--- src/rtl/scl180_sparecell_ctrl.sv ---
`timescale 1ns/1ps
`default_nettype none
// ============================================================================
// Module   : scl180_sparecell_ctrl
// Brief    : Key-locked spare-cell enable controller with a timed apply phase.
//            Optional macro SPARECELL_TIECHK_EN enables the tie-low fault check.
// Revision : 1.0 - initial release
// ============================================================================
module scl180_sparecell_ctrl #(
    parameter int NCELLS     = 4,
    parameter int SETTLE_CYC = 8
) (
    input  logic              clk,
    input  logic              resetn,
    input  logic              cfg_req,
    input  logic              cfg_we,
    input  logic [1:0]        cfg_addr,
    input  logic [7:0]        cfg_wdata,
    output logic              cfg_ack,
    output logic [7:0]        cfg_rdata,
    input  logic [NCELLS-1:0] spare_lo,
    output logic [NCELLS-1:0] spare_en,
    output logic              busy
);

    localparam logic [1:0] c_LOCKED   = 2'd0;
    localparam logic [1:0] c_UNLOCKED = 2'd1;
    localparam logic [1:0] c_APPLY    = 2'd2;

    localparam logic [1:0] c_A_KEY    = 2'd0;
    localparam logic [1:0] c_A_MASK   = 2'd1;
    localparam logic [1:0] c_A_STATUS = 2'd2;
    localparam logic [1:0] c_A_CTRL   = 2'd3;

    localparam logic [7:0] c_KEY_VAL     = 8'hA5;
    localparam logic [7:0] c_SETTLE_LOAD = 8'(SETTLE_CYC - 1);

    logic [1:0]        r_rst_sync;
    logic [1:0]        r_state;
    logic [NCELLS-1:0] r_shadow;
    logic [NCELLS-1:0] r_spare_en;
    logic [7:0]        r_cnt;
    logic              r_busy;
    logic              r_ack;
    logic [7:0]        r_rdata;
    logic              r_held;
    logic              r_key_err;
    logic              r_busy_err;

    logic              w_sample;
    logic              w_wr;
    logic              w_set_key;
    logic              w_set_busy;
    logic              w_clr_en;
    logic              w_tie_fault;
    logic [7:0]        w_mask_rd;
    logic [7:0]        w_rd_val;

    // Release is delayed two edges so no access is taken right after reset.
    always_ff @(posedge clk or negedge resetn) begin
        if (!resetn) r_rst_sync <= 2'b00;
        else         r_rst_sync <= {r_rst_sync[0], 1'b1};
    end

    // r_held blocks a second sample while the requester keeps cfg_req high.
    assign w_sample = cfg_req & ~r_ack & ~r_held & r_rst_sync[1];
    assign w_wr     = w_sample & cfg_we;

    always_comb begin
        w_set_key  = 1'b0;
        w_set_busy = 1'b0;
        w_clr_en   = 1'b0;
        if (w_wr) begin
            if (r_state == c_APPLY) begin
                w_set_busy = 1'b1;
            end else begin
                if (r_state == c_LOCKED &&
                    ((cfg_addr == c_A_KEY && cfg_wdata != c_KEY_VAL) || cfg_addr == c_A_MASK))
                    w_set_key = 1'b1;
                if (cfg_addr == c_A_STATUS)
                    w_clr_en = 1'b1;
            end
        end
    end

    always_comb begin
        w_mask_rd             = 8'h00;
        w_mask_rd[NCELLS-1:0] = r_shadow;
        case (cfg_addr)
            c_A_MASK:   w_rd_val = w_mask_rd;
            c_A_STATUS: w_rd_val = {3'b000, w_tie_fault, r_busy_err, r_key_err,
                                    (r_state == c_UNLOCKED), r_busy};
            default:    w_rd_val = 8'h00;
        endcase
    end

`ifdef SPARECELL_TIECHK_EN
    logic [NCELLS-1:0] r_spare_lo_q;
    logic              r_tie_fault;

    always_ff @(posedge clk or negedge resetn) begin
        if (!resetn) begin
            r_spare_lo_q <= '0;
            r_tie_fault  <= 1'b0;
        end else begin
            r_spare_lo_q <= spare_lo;
            r_tie_fault  <= (r_tie_fault & ~(w_clr_en & cfg_wdata[4])) | (|r_spare_lo_q);
        end
    end

    assign w_tie_fault = r_tie_fault;
`else
    logic w_spare_lo_unused;
    assign w_spare_lo_unused = ^spare_lo;
    assign w_tie_fault       = 1'b0;
`endif

    always_ff @(posedge clk or negedge resetn) begin
        if (!resetn) begin
            r_state    <= c_LOCKED;
            r_shadow   <= '0;
            r_spare_en <= '0;
            r_cnt      <= 8'd0;
            r_busy     <= 1'b0;
            r_ack      <= 1'b0;
            r_rdata    <= 8'h00;
            r_held     <= 1'b0;
            r_key_err  <= 1'b0;
            r_busy_err <= 1'b0;
        end else begin
            r_ack      <= w_sample;
            r_rdata    <= (w_sample && !cfg_we) ? w_rd_val : 8'h00;
            r_held     <= cfg_req & (r_held | w_sample);
            r_key_err  <= (r_key_err  & ~(w_clr_en & cfg_wdata[2])) | w_set_key;
            r_busy_err <= (r_busy_err & ~(w_clr_en & cfg_wdata[3])) | w_set_busy;

            case (r_state)
                c_LOCKED: begin
                    if (w_wr && cfg_addr == c_A_KEY && cfg_wdata == c_KEY_VAL)
                        r_state <= c_UNLOCKED;
                end
                c_UNLOCKED: begin
                    if (w_wr) begin
                        case (cfg_addr)
                            c_A_KEY:  r_state  <= c_LOCKED;
                            c_A_MASK: r_shadow <= cfg_wdata[NCELLS-1:0];
                            c_A_CTRL: begin
                                if (cfg_wdata[0]) begin
                                    r_state <= c_APPLY;
                                    r_cnt   <= c_SETTLE_LOAD;
                                    r_busy  <= 1'b1;
                                end
                            end
                            default: ;
                        endcase
                    end
                end
                c_APPLY: begin
                    if (r_cnt == 8'd0) begin
                        if (!w_tie_fault)
                            r_spare_en <= r_shadow;
                        r_busy  <= 1'b0;
                        r_state <= c_LOCKED;
                    end else begin
                        r_cnt <= r_cnt - 8'd1;
                    end
                end
                default: r_state <= c_LOCKED;
            endcase
        end
    end

    assign cfg_ack   = r_ack;
    assign cfg_rdata = r_rdata;
    assign spare_en  = r_spare_en;
    assign busy      = r_busy;

endmodule
`default_nettype wire

--- config.mk ---
export PLATFORM = sky130hd
export DESIGN_NAME = scl180_sparecell_ctrl
export DESIGN_NICKNAME = d
export VERILOG_FILES = /design/src/rtl/scl180_sparecell_ctrl.sv
export SDC_FILE = /design/constraint.sdc
export NUM_CORES = 1
export LEC_CHECK = 0
export BUFFER_PORTS_ARGS = -buffer_cell sky130_fd_sc_hd__buf_2
export CAP_MARGIN = 20
export CORE_ASPECT_RATIO = 1.2
export CORE_UTILIZATION = 30
export CTS_BUF_LIST = sky130_fd_sc_hd__clkbuf_2 sky130_fd_sc_hd__clkbuf_4 sky130_fd_sc_hd__clkbuf_8
export DETAILED_ROUTE_END_ITERATION = 8
export GPL_TIMING_DRIVEN = 0
export HOLD_SLACK_MARGIN = 0.06
export PLACE_DENSITY = 0.5
export SYNTH_ARGS = -nofsm -noshare
export SYNTH_HDL_FRONTEND = slang
export SYNTH_SLANG_ARGS = --single-unit
--- constraint.sdc ---
create_clock -name clk -period 2.2 [get_ports clk]
set_input_delay 0.11 -clock clk [delete_from_list [all_inputs] [get_ports clk]]
set_output_delay 0.11 -clock clk [all_outputs]
set_load 0.05 [all_outputs]
==> results.md, run 1 <==
- Remaining Overflow, GRT: 0
- R2r worst-path depth: 4
- Slowest stage delay, CP: 0.55 ns
- Wl on met1: around 1.1 mm
- CTS root buffer: clkbuf_8
- Crit. path cell count: 4
- Crit Path Max Fanout: 6
- Buffers added on ports: 23
- First-pass GRT wire length: approximately 4.7 mm
- Run status: finished, final reports clean
- Final setup fails: 0
- Mapped Cells: 126
- TritonCTS buffer count: 5
- Hold path depth: 2
- Type of the most critical hold path: input pin to register
- Vias per cell: approximately 4.7
- Post-synth EDFFs: 0
- Inst Count DP: 210
- Seq/Total Area, Yosys: 50.4%
- Synth top area cells: dfrtp_1 (50%), mux2_2 (6.3%), ha_1 (5.2%), a22oi_1 (2.6%), a21oi_1 (2.1%)
- Final hold vios: 0
- FF-to-FF Start: r_cnt[4]
- Yosys reg bits: 29
- # fillers: ~480
- # H-tree levels: 2
- Cell Chain, Critical Path: or4_4, buf_6, nor4_4, mux2_2
- Commonest cells post-synth: dfrtp_1 (29), mux2_2 (8), nor2_1 (8)
- Worst Path Required: 2.36 ns
- Crit Path Class: register to register
- Starting density of the core: 31.3%
- PwrDens: 641 nW/um^2
- Worst-Margin Slew: 0.646 ns
- Total negative slack: 0 ns
- Iteration count of the initial detailed-routing pass: 4
- Leading area contributor after synthesis: dfrtp_1
- DRC: 0
- GRT Resource Usage Total: 12.4%
- Mapped Area: 1440 sq um
- Main synth FF type: dfrtp_1
- Post-Route Utilization: 38.3%
- Fmax: 510 MHz
- Core Footprint: 4590 sq um
- Clk sinks: 29
- Vias in the first global route: 1,027
- WP data arrival: ~2.1 ns
- TritonCTS clock tree: built
- Cell family with most CP delay: simple AND/OR/NAND/NOR gates
- Clock latency on the worst-skew pair: roughly 0.28 ns
- RSZ-0062 raised after global routing: no
- Asr flop ratio synth: 100%
- DIE WIDTH: 65.3 um
- DIE AREA: 5080 sq um
- Initial antenna violation count: 0
- P_leak: 0.000849 uW
- Slowest stage cell, crit path: or4_4
- Iteration-0 DRC Markers: slightly above 70
- Post-Layout Inst Area: between 1500 and 2000 sq um
- Period utilisation layout: 89.2%
- Top sig layer: met4
- Count leader, synth: dfrtp_1
- WL final: around 2.8 mm
- Hpwl dp: 2.12 mm
- Rows: 27
- Top Ports: 32
- Ant diodes: 0
- Largest net degree at the start of global routing: 30
- Placed Area: 1640 sq um
- Worst-path clk slew: ~0.060 ns
- Hold Crit Start: cfg_wdata[1]
- Headroom to the max-slew limit: about 57%
- CP startpoint kind: register
- Top cell type's share of synthesized area: 50.4%
- Via count: 1,034
- Final Non-Filler Cells: 220
- Final ANT Viol Nets: 0
- Cell variety after synth: 43
- WP buf/inv: 1
- Syn. warnings: 0
- Crit path from: r_cnt[4]
- Layout cell share with drive strength beyond 1: between 30% and 40%
- Clk_skew: 0.00722 ns
- Setup bufs post-CTS: 0
- Routed wl met3: 116 um
- Worst IR Drop VDD: around 0.23 mV
- Setup crit end kind: register
- Die Y: 77.9 um
- Synthesized area per cell: between 10 and 15 sq um
- Wirelength per Cell: 12.8 um
- Final Net Count: approximately 190
- Max Cap Viol: 0
- Pins Over Slew Limit: 0
- RD Place Congestion: around 0.7
- Clk buf depth: 2
- Area Growth Syn to Fin: 22.2%
- Final Critical Period: 1.96 ns
- WL met2: 1.53 mm
-- area by class of cell --
cell class / count / area [sq um] / area share, %
multi-input combinational: 86 / 651 / 37.0
tap: 58 / 72.6 / 4.12
inverter: 7 / 26.3 / 1.49
clock inverter: 1 / 5.00 / 0.284
buffer: 7 / 48.8 / 2.77
timing repair buffer: 25 / 135 / 7.68
clock buffer: 7 / 96.3 / 5.47
sequential: 29 / 726 / 41.2
-- path summary, 6_finish.rpt --
check	end	slack, ns
setup / recovery	spare_en[1]	0.24
hold / removal	r_shadow[1]	0.1
setup reg to reg	spare_en[1]	0.24
hold reg to reg	r_rst_sync[1]	0.35
max in group asynchronous	r_state[0]	1.38
min in group asynchronous	busy	0.40
-- layout by cell type, fill, tap and decap left out, types with 2 or more instances in the layout --
cell and count:
nor3_1 4, nor2_1 8, dfrtp_1 29, o21bai_1 2, nand2_1 6, conb_1 5, dlygate4sd3_1 2, a22oi_1 5
o31ai_1 2, inv_1 6, nor4bb_1 2, mux2_2 8, clkbuf_1 2, nand3_1 2, a21oi_1 6, nor2b_1 2
and2_1 3, or3_1 2, clkbuf_8 7, o21ai_0 2, buf_2 23, ha_1 6, buf_4 4
-- repair_timing --
item,CTS,global route
endpoints found under the hold margin,30,0
hold buffers,2,0
resized for setup,0,0
-- power breakdown --
part | switching [uW] | internal (uW) | total (uW) | leakage [uW]
clock | 197 | 282 | 479 | 0.0000542
combinational | 56.7 | 36.1 | 92.8 | 0.000436
sequential | 8.44 | 547 | 556 | 0.000359
total | 262 | 865 | 1130 | 0.000849
-- cells by family (layout without fill, tap and decap cells) --
group	Yosys count	in the layout	synth area share (%)
flops	29	29	50.4
compound gates	26	26	13.6
simple gates	41	41	18.9
mux	8	8	6.26
fa+ha+maj	6	6	5.21
buf+inv	14	47	5.21
other cells	2	5	0.521
-- layer usage --
| metal | GRT usage [%] | up-vias |
|---|---|---|
| li1 | - | 509 |
| met1 | 13.3 | 499 |
| met2 | 21.5 | 22 |
| met3 | 4.85 | 4 |
| met4 | 4.57 | 0 |
| met5 | 0 | - |
-- flip-flops by register name, indices dropped and copies added, names as in the netlist --
name	count
busy	1
cfg_ack	1
cfg_rdata	4
r_busy_err	1
r_cnt	8
r_held	1
r_key_err	1
r_rst_sync	2
r_shadow	4
r_state	2
spare_en	4
-- metrics by stage --
stage / setup WS (ns) / power (uW) / hold WS, ns
5_1_grt: 0.121 / 1190 / 0.0924
6_report: 0.237 / 1130 / 0.0988
4_1_cts: 0.220 / 1140 / 0.0944
3_3_place_gp: 0.236 / 653 / 0.163
3_5_place_dp: 0.220 / 656 / 0.178
2_1_floorplan: 0.286 / 621 / -0.186
(Power assumes the default switching activity.)
==> inputs of run 2 (changes only) <==
--- a/config.mk
+++ b/config.mk
@@ -13,7 +13,7 @@
 export DETAILED_ROUTE_END_ITERATION = 8
 export GPL_TIMING_DRIVEN = 0
 export HOLD_SLACK_MARGIN = 0.06
-export PLACE_DENSITY = 0.5
+export PLACE_DENSITY = 0.52
 export SYNTH_ARGS = -nofsm -noshare
 export SYNTH_HDL_FRONTEND = slang
 export SYNTH_SLANG_ARGS = --single-unit
==> constraint.sdc (replaced) <==
create_clock -name clk -period 1.7 [get_ports clk]
set_input_delay 0.085 -clock clk [delete_from_list [all_inputs] [get_ports clk]]
set_output_delay 0.085 -clock clk [all_outputs]
set_load 0.05 [all_outputs]
==> run 2 against run 1 <==
  * The flow now finishes with violations (negative setup slack)
  * Critical path depth did not move
  * Critical path type unchanged
  * Utilization up 3.3 points
  * Maximum frequency grew 12%
  * Flip-flop and latch count did not move
  * Power grew 32%
  * Largest power group unchanged
  * Worst setup slack worse by 0.28 ns
  * First-iteration DRC count decreased by 46%
  * Design area is 8.5% higher
  * Sequential share of layout area decreased by 3.2 points
==> results.md, run 2 (synthesis results as in run 1) <==
- Run status: complete, but fails checks
- Violated checks: negative setup slack
- Worst-path clk slew: 0.07 ns (about the same)
- Clk buf depth: 2 (unchanged)
- Cell Chain, Critical Path: or4_4, nor4_4, buf_6, mux2_4
- Post-Route Utilization: 41.6% (+3.3 points)
- Rows: 27 (unchanged)
- Period utilisation layout: 103% (+14 points)
- Clk sinks: 29 (unchanged)
- Final setup fails: 6 (+6)
- P_leak: 0.000907 uW (+6.8%)
- Worst Path Required: 1.88 ns (-0.48 ns)
- Placed Area: 1650 sq um (+0.84%)
- Final hold vios: 0 (unchanged)
- PwrDens: 781 nW/um^2 (+22%)
- Iteration count of the initial detailed-routing pass: 4 (unchanged)
- Die Y: 77.9 um (unchanged)
- Crit Path Max Fanout: 5 (-1)
- TritonCTS buffer count: 5 (unchanged)
- Clock latency on the worst-skew pair: 0.29 ns (about the same)
- Vias per cell: 4.83 (+2.8%)
- Setup ws final: -0.0466 ns (-0.284 ns)
- Worst IR Drop VDD: 0.277 mV (+21%)
- Largest register by flop count: r_cnt
- DIE WIDTH: 65.3 um (unchanged)
- # H-tree levels: 2 (unchanged)
- Iteration-0 DRC Markers: 39 (-46%)
- RD Place Congestion: 0.761 (+7.7%)
- WP buf/inv: 1 (unchanged)
- Max reg flops: 8 (unchanged)
- RSZ-0062 raised after global routing: yes
- FF-to-FF Start: r_cnt[5]
- Slowest stage cell, crit path: or4_4
- CP startpoint kind: register
- DIE AREA: 5080 sq um (unchanged)
- First-pass GRT wire length: 5.16 mm (+9.7%)
- Wirelength per Cell: 13.6 um (+6.6%)
- Buffers added on ports: 23 (unchanged)
- Final ANT Viol Nets: 0 (unchanged)
- Type of the most critical hold path: input pin to register
- Final Power: 1490 uW (+32%)
- Pins Over Slew Limit: 0 (unchanged)
- WL final: 3.13 mm (+11%)
- Max Cap Viol: 0 (unchanged)
- Fmax: 573 MHz (+12%)
- Final Critical Period: 1.75 ns (-0.216 ns)
- Slowest stage delay, CP: 0.60 ns (+0.05 ns)
- Hpwl dp: 2.13 mm (+0.13%)
- GRT Resource Usage Total: 13.6% (+1.2 points)
- Worst r2r dst: spare_en[0]
- R2r worst-path depth: 4 (unchanged)
- Largest net degree at the start of global routing: 30 (unchanged)
- Post-Layout Inst Area: 1910 sq um (+8.5%)
- Starting density of the core: 31.3% (unchanged)
- Clk_skew: 0.0113 ns (+0.00406 ns)
- Total negative slack: -0.219 ns (-0.219 ns)
- Cell family with most CP delay: simple AND/OR/NAND/NOR gates
- Top Ports: 32 (unchanged)
- Flop-to-flop setup slack: -0.05 ns (-0.28 ns)
- Headroom to the max-slew limit: 55.6% (-1.4 points)
- Crit Path Class: register to register
- Hold path depth: 2 (unchanged)
- Most frequent cells in the layout: dfrtp_1 (28), buf_2 (24), buf_4 (12), nor2_1 (8), clkbuf_8 (7)
- Via count: 1,111 (+7.4%)
- Final Net Count: 195 (+5.4%)
- Setup crit end kind: register
- CTS root buffer: clkbuf_8
- Endpoint, Worst Hold: r_shadow[0]
- Pre-CTS setup slack: -0.208 ns (-0.428 ns)
- Initial antenna violation count: 0 (unchanged)
- # fillers: 472 (-1.5%)
- TritonCTS clock tree: built
- Core Footprint: 4590 sq um (unchanged)
- Worst-Margin Slew: 0.666 ns (+0.0203 ns)
- Remaining Overflow, GRT: 0 (unchanged)
- Hold Crit Start: cfg_wdata[0]
- Ant diodes: 0 (unchanged)
- DRC: 0 (unchanged)
- Commonest non-fill, non-tap cell in the layout: dfrtp_1
- Layout cell share with drive strength beyond 1: 41.9% (+9.8 points)
- WP data arrival: 1.93 ns (-0.20 ns)
- Vias in the first global route: 1,121 (+9.2%)
- Area Growth Syn to Fin: 32.7%
## run 2: per-stage QoR
stage,instances,hold WS [ns]
finish,230,0.0777
global route,230,0.0624
CTS,224,0.0752
detailed placement,210,0.158
global placement,210,0.141
floorplan,129,-0.211
## run 2: area by class of cell
type / instances / area [sq um] / share of cell area, %
flip-flops and latches: 29 / 727 / 38.0
multi-input cells: 86 / 714 / 37.4
plain buffers: 6 / 42.5 / 2.23
inverters: 7 / 26.3 / 1.38
clock inverters: 1 / 5.00 / 0.262
clock buffers: 7 / 96.3 / 5.04
well taps: 58 / 72.6 / 3.80
repair buffers: 36 / 226 / 11.9
## run 2: metal layers
layer / global-route usage, % / up-vias / wire length (um)
met2: 22.3 / 20 / 1570
met5: 0 / - / 0
met3: 3.68 / 7 / 140
li1: - / 533 / -
met4: 7.83 / 0 / 60
met1: 15.7 / 551 / 1360
## run 2: report_power, final
part | internal, uW | switching [uW]
combinational | 55.0 | 78.7
clock | 365 | 276
sequential | 708 | 8.41
## run 2: how the worst max path moves through the flow
stage | slack, ns | depth (start not counted) | to | start
floorplan | -0.09 | 4 | spare_en[0] | r_cnt[4]
global placement | -0.19 | 4 | spare_en[3] | r_cnt[4]
detailed placement | -0.21 | 4 | spare_en[0] | r_cnt[4]
CTS | -0.12 | 4 | spare_en[0] | r_cnt[5]
global route | -0.08 | 4 | r_cnt[6] | r_cnt[5]
finish | -0.05 | 4 | spare_en[0] | r_cnt[5]
## run 2: repair_timing
item / in CTS / in global routing
buffers inserted: 3 / 6
pin swaps: 1 / 3
setup endpoints to repair: 12 / 15
gates resized for setup: 2 / 15
hold buffers: 4 / 0
endpoints found under the hold margin: 32 / 0
